File: config.mk
export PLATFORM = sky130hd
export DESIGN_NAME = rgb_to_raw_bayer
export DESIGN_NICKNAME = d
export VERILOG_FILES = /design/src/rtl/rgb_raw_pkg.sv /design/src/rtl/bayer_phase_counter.sv /design/src/rtl/rgb_to_raw_bayer.sv
export SDC_FILE = /design/constraint.sdc
export NUM_CORES = 1
export LEC_CHECK = 0
export BUFFER_PORTS_ARGS = -buffer_cell sky130_fd_sc_hd__buf_2
export CAP_MARGIN = 20
export CORE_MARGIN = 4
export CORE_UTILIZATION = 50
export DETAILED_ROUTE_END_ITERATION = 10
export PLACE_DENSITY = 0.75
export RECOVER_POWER = 25
export SLEW_MARGIN = 20
export SYNTH_ARGS = -nofsm -noshare
export SYNTH_HDL_FRONTEND = slang
export SYNTH_SLANG_ARGS = --single-unit
File: constraint.sdc
create_clock -name CLK -period 1.7 [get_ports CLK]
set_clock_uncertainty 0.05 [all_clocks]
set_input_delay 0.34 -clock CLK [delete_from_list [all_inputs] [get_ports CLK]]
set_output_delay 0.34 -clock CLK [all_outputs]
set_load 0.01 [all_outputs]
File: src/rtl/rgb_raw_pkg.sv
`default_nettype none
// ============================================================
// Package : rgb_raw_pkg
// Pixel width, Bayer order / colour types, phase decode, bar table.
// Rev     : 1.0
// ============================================================
package rgb_raw_pkg;

  localparam int PIX_W = 10;

  typedef enum logic [1:0] {
    ORDER_GRBG = 2'd0,
    ORDER_RGGB = 2'd1,
    ORDER_BGGR = 2'd2,
    ORDER_GBRG = 2'd3
  } bayer_order_e;

  typedef enum logic [1:0] {
    RED   = 2'd0,
    GREEN = 2'd1,
    BLUE  = 2'd2
  } colour_e;

  // Bar colours packed as {R,G,B} full-scale enables.
  localparam logic [2:0] BAR_WHITE   = 3'b111;
  localparam logic [2:0] BAR_YELLOW  = 3'b110;
  localparam logic [2:0] BAR_CYAN    = 3'b011;
  localparam logic [2:0] BAR_GREEN   = 3'b010;
  localparam logic [2:0] BAR_MAGENTA = 3'b101;
  localparam logic [2:0] BAR_RED     = 3'b100;
  localparam logic [2:0] BAR_BLUE    = 3'b001;
  localparam logic [2:0] BAR_BLACK   = 3'b000;

  function automatic colour_e phase_colour(input bayer_order_e order, input logic y, input logic x);
    logic    g_on_diag;
    logic    r_on_row0;
    colour_e c;
    // GRBG/GBRG keep green where y==x; the other two put it where y!=x.
    g_on_diag = (order == ORDER_GRBG) || (order == ORDER_GBRG);
    r_on_row0 = (order == ORDER_GRBG) || (order == ORDER_RGGB);
    if ((y == x) == g_on_diag)
      c = GREEN;
    else if ((y == 1'b0) == r_on_row0)
      c = RED;
    else
      c = BLUE;
    return c;
  endfunction

  function automatic logic [2:0] bar_rgb(input logic [2:0] idx);
    logic [2:0] rgb;
    case (idx)
      3'd0:    rgb = BAR_WHITE;
      3'd1:    rgb = BAR_YELLOW;
      3'd2:    rgb = BAR_CYAN;
      3'd3:    rgb = BAR_GREEN;
      3'd4:    rgb = BAR_MAGENTA;
      3'd5:    rgb = BAR_RED;
      3'd6:    rgb = BAR_BLUE;
      default: rgb = BAR_BLACK;
    endcase
    return rgb;
  endfunction

endpackage
`default_nettype wire

File: src/rtl/bayer_phase_counter.sv
`default_nettype none
// ============================================================
// Module : bayer_phase_counter
// Frame FSM, column/row counters and end-of-frame pulse.
// Rev    : 1.0
// ============================================================
module bayer_phase_counter
  import rgb_raw_pkg::*;
#(
  parameter int H_ACTIVE = 640,
  parameter int V_ACTIVE = 480,
  parameter int COL_W    = $clog2(H_ACTIVE),
  parameter int ROW_W    = $clog2(V_ACTIVE)
) (
  input  logic             clk,
  input  logic             rst_n,
  input  logic             i_fval,
  input  logic             i_dval,
  output logic             o_accept,
  output logic [COL_W-1:0] o_col,
  output logic             o_row_lsb,
  output logic             o_eof
);

  typedef enum logic [1:0] {
    S_WAIT_FRAME = 2'd0,
    S_ACTIVE     = 2'd1,
    S_DONE       = 2'd2
  } frame_state_e;

  frame_state_e     r_state;
  logic             r_fval_d;
  logic [COL_W-1:0] r_col;
  logic [ROW_W-1:0] r_row;
  logic             r_eof;

  logic w_rise;
  logic w_accept;
  logic w_col_last;
  logic w_row_last;
  logic w_frame_last;

  assign w_rise       = i_fval & ~r_fval_d;
  assign w_accept     = i_fval & i_dval & (r_state == S_ACTIVE);
  assign w_col_last   = (r_col == COL_W'(H_ACTIVE - 1));
  assign w_row_last   = (r_row == ROW_W'(V_ACTIVE - 1));
  assign w_frame_last = w_accept & w_col_last & w_row_last;

  always_ff @(posedge clk) begin
    if (!rst_n) begin
      r_state  <= S_WAIT_FRAME;
      r_fval_d <= 1'b0;
      r_col    <= '0;
      r_row    <= '0;
      r_eof    <= 1'b0;
    end else begin
      r_fval_d <= i_fval;
      r_eof    <= 1'b0;
      case (r_state)
        S_WAIT_FRAME: if (w_rise) r_state <= S_ACTIVE;
        S_ACTIVE: begin
          if (w_frame_last)
            r_state <= S_DONE;
          else if (!i_fval)
            r_state <= S_WAIT_FRAME;
        end
        // Pulse lands one cycle after DONE so it lines up with the last pixel on oRAW.
        S_DONE: begin
          r_eof   <= 1'b1;
          r_state <= S_WAIT_FRAME;
        end
        default: r_state <= S_WAIT_FRAME;
      endcase

      if (!i_fval || w_rise || w_frame_last) begin
        r_col <= '0;
        r_row <= '0;
      end else if (w_accept) begin
        if (w_col_last) begin
          r_col <= '0;
          if (!w_row_last) r_row <= r_row + 1'b1;
        end else begin
          r_col <= r_col + 1'b1;
        end
      end
    end
  end

  assign o_accept  = w_accept;
  assign o_col     = r_col;
  assign o_row_lsb = r_row[0];
  assign o_eof     = r_eof;

endmodule
`default_nettype wire

File: src/rtl/rgb_to_raw_bayer.sv
`default_nettype none
// ============================================================
// Module : rgb_to_raw_bayer
// Re-mosaics RGB into a Bayer RAW stream; RGB2RAW_TESTBAR_EN adds colour bars on iTEST.
// Rev    : 1.0
// ============================================================
module rgb_to_raw_bayer
  import rgb_raw_pkg::*;
#(
  parameter int H_ACTIVE    = 640,
  parameter int V_ACTIVE    = 480,
  parameter int BAYER_ORDER = 0
) (
  input  logic             CLK,
  input  logic             RESET_N,
  input  logic             iFVAL,
  input  logic             iDVAL,
  input  logic [PIX_W-1:0] iR,
  input  logic [PIX_W-1:0] iG,
  input  logic [PIX_W-1:0] iB,
  input  logic             iTEST,
  output logic [PIX_W-1:0] oRAW,
  output logic             oDVAL,
  output logic             oX,
  output logic             oY,
  output logic             oEOF
);

  localparam int           COL_W   = $clog2(H_ACTIVE);
  localparam int           ROW_W   = $clog2(V_ACTIVE);
  localparam bayer_order_e c_order = bayer_order_e'(BAYER_ORDER[1:0]);

  logic             w_accept;
  logic [COL_W-1:0] w_col;
  logic             w_row_lsb;
  logic             w_eof;
  logic [PIX_W-1:0] w_src_r;
  logic [PIX_W-1:0] w_src_g;
  logic [PIX_W-1:0] w_src_b;
  logic [PIX_W-1:0] w_sel;

  logic             r_s1_vld;
  logic [PIX_W-1:0] r_s1_r;
  logic [PIX_W-1:0] r_s1_g;
  logic [PIX_W-1:0] r_s1_b;
  logic             r_s1_x;
  logic             r_s1_y;
  logic             r_s2_vld;
  logic [PIX_W-1:0] r_s2_raw;
  logic             r_s2_x;
  logic             r_s2_y;

  bayer_phase_counter #(
    .H_ACTIVE (H_ACTIVE),
    .V_ACTIVE (V_ACTIVE),
    .COL_W    (COL_W),
    .ROW_W    (ROW_W)
  ) u_counter (
    .clk       (CLK),
    .rst_n     (RESET_N),
    .i_fval    (iFVAL),
    .i_dval    (iDVAL),
    .o_accept  (w_accept),
    .o_col     (w_col),
    .o_row_lsb (w_row_lsb),
    .o_eof     (w_eof)
  );

`ifdef RGB2RAW_TESTBAR_EN
  logic [2:0] w_bar_idx;
  logic [2:0] w_bar_rgb;

  assign w_bar_idx = 3'((32'(w_col) * 32'd8) / 32'(H_ACTIVE));
  assign w_bar_rgb = bar_rgb(w_bar_idx);
  assign w_src_r   = iTEST ? {PIX_W{w_bar_rgb[2]}} : iR;
  assign w_src_g   = iTEST ? {PIX_W{w_bar_rgb[1]}} : iG;
  assign w_src_b   = iTEST ? {PIX_W{w_bar_rgb[0]}} : iB;
`else
  logic w_unused_sig;

  assign w_unused_sig = iTEST ^ (^w_col);
  assign w_src_r      = iR;
  assign w_src_g      = iG;
  assign w_src_b      = iB;
`endif

  always_comb begin
    w_sel = r_s1_b;
    case (phase_colour(c_order, r_s1_y, r_s1_x))
      RED:     w_sel = r_s1_r;
      GREEN:   w_sel = r_s1_g;
      default: w_sel = r_s1_b;
    endcase
  end

  always_ff @(posedge CLK) begin
    if (!RESET_N) begin
      r_s1_vld <= 1'b0;
      r_s1_r   <= '0;
      r_s1_g   <= '0;
      r_s1_b   <= '0;
      r_s1_x   <= 1'b0;
      r_s1_y   <= 1'b0;
      r_s2_vld <= 1'b0;
      r_s2_raw <= '0;
      r_s2_x   <= 1'b0;
      r_s2_y   <= 1'b0;
    end else begin
      r_s1_vld <= w_accept;
      if (w_accept) begin
        r_s1_r <= w_src_r;
        r_s1_g <= w_src_g;
        r_s1_b <= w_src_b;
        r_s1_x <= w_col[0];
        r_s1_y <= w_row_lsb;
      end
      r_s2_vld <= r_s1_vld;
      if (r_s1_vld) begin
        r_s2_raw <= w_sel;
        r_s2_x   <= r_s1_x;
        r_s2_y   <= r_s1_y;
      end
    end
  end

  assign oRAW  = r_s2_raw;
  assign oDVAL = r_s2_vld;
  assign oX    = r_s2_x;
  assign oY    = r_s2_y;
  assign oEOF  = w_eof;

endmodule
`default_nettype wire
==> results.md <==
* Status: completed
* # setup viols final at 0
* Kind of end point of the critical path: flop
* Pleak at 1.24 nW
* EDFF count, synth at 0
* Pwr Density at 865 nW/um^2
* Initial antenna violation count at 0
* Total power at 3.06 mW
* Max_cap viols at 0
* Drt pass-1 iters at 4
* Final period util at 96.5%
* GRT Util Overall at 18.3%
* Antenna diodes at 0
* Die H at 84.9 um
* Min-Delay Startpoint: iR[1]
* Chip Width at roughly 85 um
* Clock buffer count from CTS at 9
* Crit path max fanout at 4
* Filler cells at 522
* Syn_nets at between 300 and 400
* Clk_lat worst skew at 0.34 ns
* Clock Tree Buf Depth at 2
* CP Launch Type: flop
* CTS Root Buffer Type: clkbuf_8
* CTS tree: done
* Layout cells sized above 1 at 18.8%
* Reg-to-Reg End: u_counter.r_row[8]$_SDFFE_PP0P_
* Post-route worst setup slack at 0.0591 ns
* Sequential share of the synthesized area at approximately 47%
* First-pass GRT wire length at 10.7 mm
* Routability cong. at 0.845
* Most frequent cells in the layout: 84 x nand2_1, 66 x dfxtp_1, 33 x buf_2, 32 x a21boi_0, 15 x clkbuf_1
* Total wire length at approximately 6.4 mm
* Worst Hold End: r_s1_r[1]$_SDFFE_PN0N_
* Final hold violations at 0
* Post-synth top flop: dfxtp_1
* Peak supply drop at 498 uV
* I/O pins at 49
* Core area at 5610 um^2
* Reg2reg path depth at 4
* TNS Setup at 0 ns
* Critical Path AT at around 1.9 ns
* Placed Cells at 456
* Async SR Flop Fraction at 0%
* WL per Instance at 13.6 um
* Nets at around 440
* Highest clock rate at between 600 and 700 MHz
* Grt total ovfl at 0
* Reg2reg setup slack at 0.06 ns
* H-tree Lvls at 3
* Max-Slew Margin vs Limit at 74.9%
* Final core utilization at a little over three fifths
* Ys Warns at 0
* Hold path depth at 3
* Mapped Cells at 342
* Post-Syn Area at 2960 um^2
* Reg2reg start: u_counter.r_row[6]$_SDFFE_PP0P_
* Number of global-route vias before repair at 2330
* Residual DRC count at 0
* Clock Sinks at roughly 70
* Worst Hold Class: in2reg
* Unique masters post-synth at 39
* Syn avg cell area at 8.66 um^2
* Setup Crit Path Kind: reg2reg
* Commonest non-fill, non-tap cell in the layout: nand2_1
* Synth-to-Final Area Change at 19.7%
* Die area at 7220 um^2
* Worst Max-Slew Pin Slew at 0.376 ns
* Pre-CTS WS at around 0.028 ns
* 1st-iter DRT viols at 115
* Number of synthesized register bits at 69
* Via Count at 2463
* Placement Rows at 27
* Initial Utilization at 52.8%
* Non-filler cells, final at 470
* WP data required at 1.92 ns
* Port Buf Inserts at 47
* Final ANT Viol Nets at 0
* Largest net degree at the start of global routing at 48
* Max Slew Vio Count at 0
* Vias per Instance at approximately 5.2
* DP HPWL at 4.36 mm
* Tmin final at roughly 1.6 ns
* Worst-path clk slew at 0.07 ns
[stage by stage]
stage	instance area (um^2)	hold WS (ns)
CTS	3530	0.187
global placement	3340	0.402
finish	3540	0.196
floorplan	2960	0.386
detailed placement	3340	0.410
global route	3540	0.204
[worst max-delay path, cell delays in order, from the launching register on]
cell and delay [ns]:
dfxtp_1 0.38, nand4_1 0.17, or2_2 0.32, or4_1 0.50
a21oi_1 0.16
[how the worst max path moves through the flow]
stage,to,from,cells after the start,slack (ns)
final,u_counter.r_row[8]$_SDFFE_PP0P_,u_counter.r_row[6]$_SDFFE_PP0P_,4,0.06
after global routing,u_counter.r_row[6]$_SDFFE_PP0P_,u_counter.o_col[1]$_SDFFE_PP0N_,5,-0.01
after CTS,u_counter.r_row[8]$_SDFFE_PP0P_,u_counter.o_col[1]$_SDFFE_PP0N_,5,0.02
after detailed placement,u_counter.r_row[6]$_SDFFE_PP0P_,iFVAL,5,0.03
after global placement,u_counter.r_row[6]$_SDFFE_PP0P_,iFVAL,5,0.05
after floorplan,u_counter.r_row[8]$_SDFFE_PP0P_,u_counter.o_col[0]$_SDFFE_PP0N_,5,0.09
[cells by family (layout without fill, tap and decap cells)]
kind of cell	Yosys count	count (layout)	share of synthesized area, %
AO/OA/AOI/OAI	72	72	16.8
multiplexers	14	14	4.73
adder cells (fa/ha/maj)	4	4	1.69
XOR/XNOR	8	8	2.37
buffers and inverters	30	86	4.14
flip-flops	69	69	46.7
AND/OR/NAND/NOR	145	145	23.6
[power by group]
part / switching (mW) / total [mW] / internal, mW
Clock: 0.567 / 1.30 / 0.731
Sequential: 0.00956 / 1.64 / 1.63
Combinational: 0.0617 / 0.124 / 0.0624
[per-layer routing]
layer,track usage (%),routed length [um]
met4,9.78,148
met1,24.2,3070
met2,27.8,2840
met3,4.08,327
met5,0,0
[sequential cells by signal, summed over array words and instances (netlist names), 2 cells and up]
signal,cells
oRAW,10
r_s1_b,10
r_s1_g,10
r_s1_r,10
u_counter.o_col,10
u_counter.r_row,9
u_counter.r_state,2
[cell usage after synthesis, drive strengths merged (2+ instances only)]
master	instances	area share, %
and4b	3	1.0
nor2b	12	2.5
mux2i	14	4.7
nand4	6	1.8
xor2	4	1.2
clkbuf	12	1.5
o31ai	3	0.76
and2	5	1.1
ha	4	1.7
nor2	13	1.6
o21ai	12	2.0
buf	9	1.5
a31oi	2	0.42
or4	3	0.76
dfxtp	69	47
and4	2	0.68
and3	3	0.63
a21boi	32	8.1
inv	9	1.1
nand2	84	11
a22oi	11	2.8
a21oi	7	1.2
nor3	2	0.34
nand3	7	1.2
xnor2	4	1.2
[area by class of cell]
type	instances	area, um^2	area share, %
multi-input combinational	243	1470	41.6
sequential	69	1390	39.1
timing repair buffer	64	374	10.6
clock buffer	11	151	4.27
tap	72	90.1	2.54
clock inverter	2	35.0	0.989
inverter	9	33.8	0.953
[what timing repair did]
action | in CTS | in global routing
setup buffers | 0 | 1
gates resized for setup | 0 | 12
endpoints found under the setup margin | 0 | 15
hold buffers | 0 | 0
Note: power is estimated with default switching activity, not from simulation.
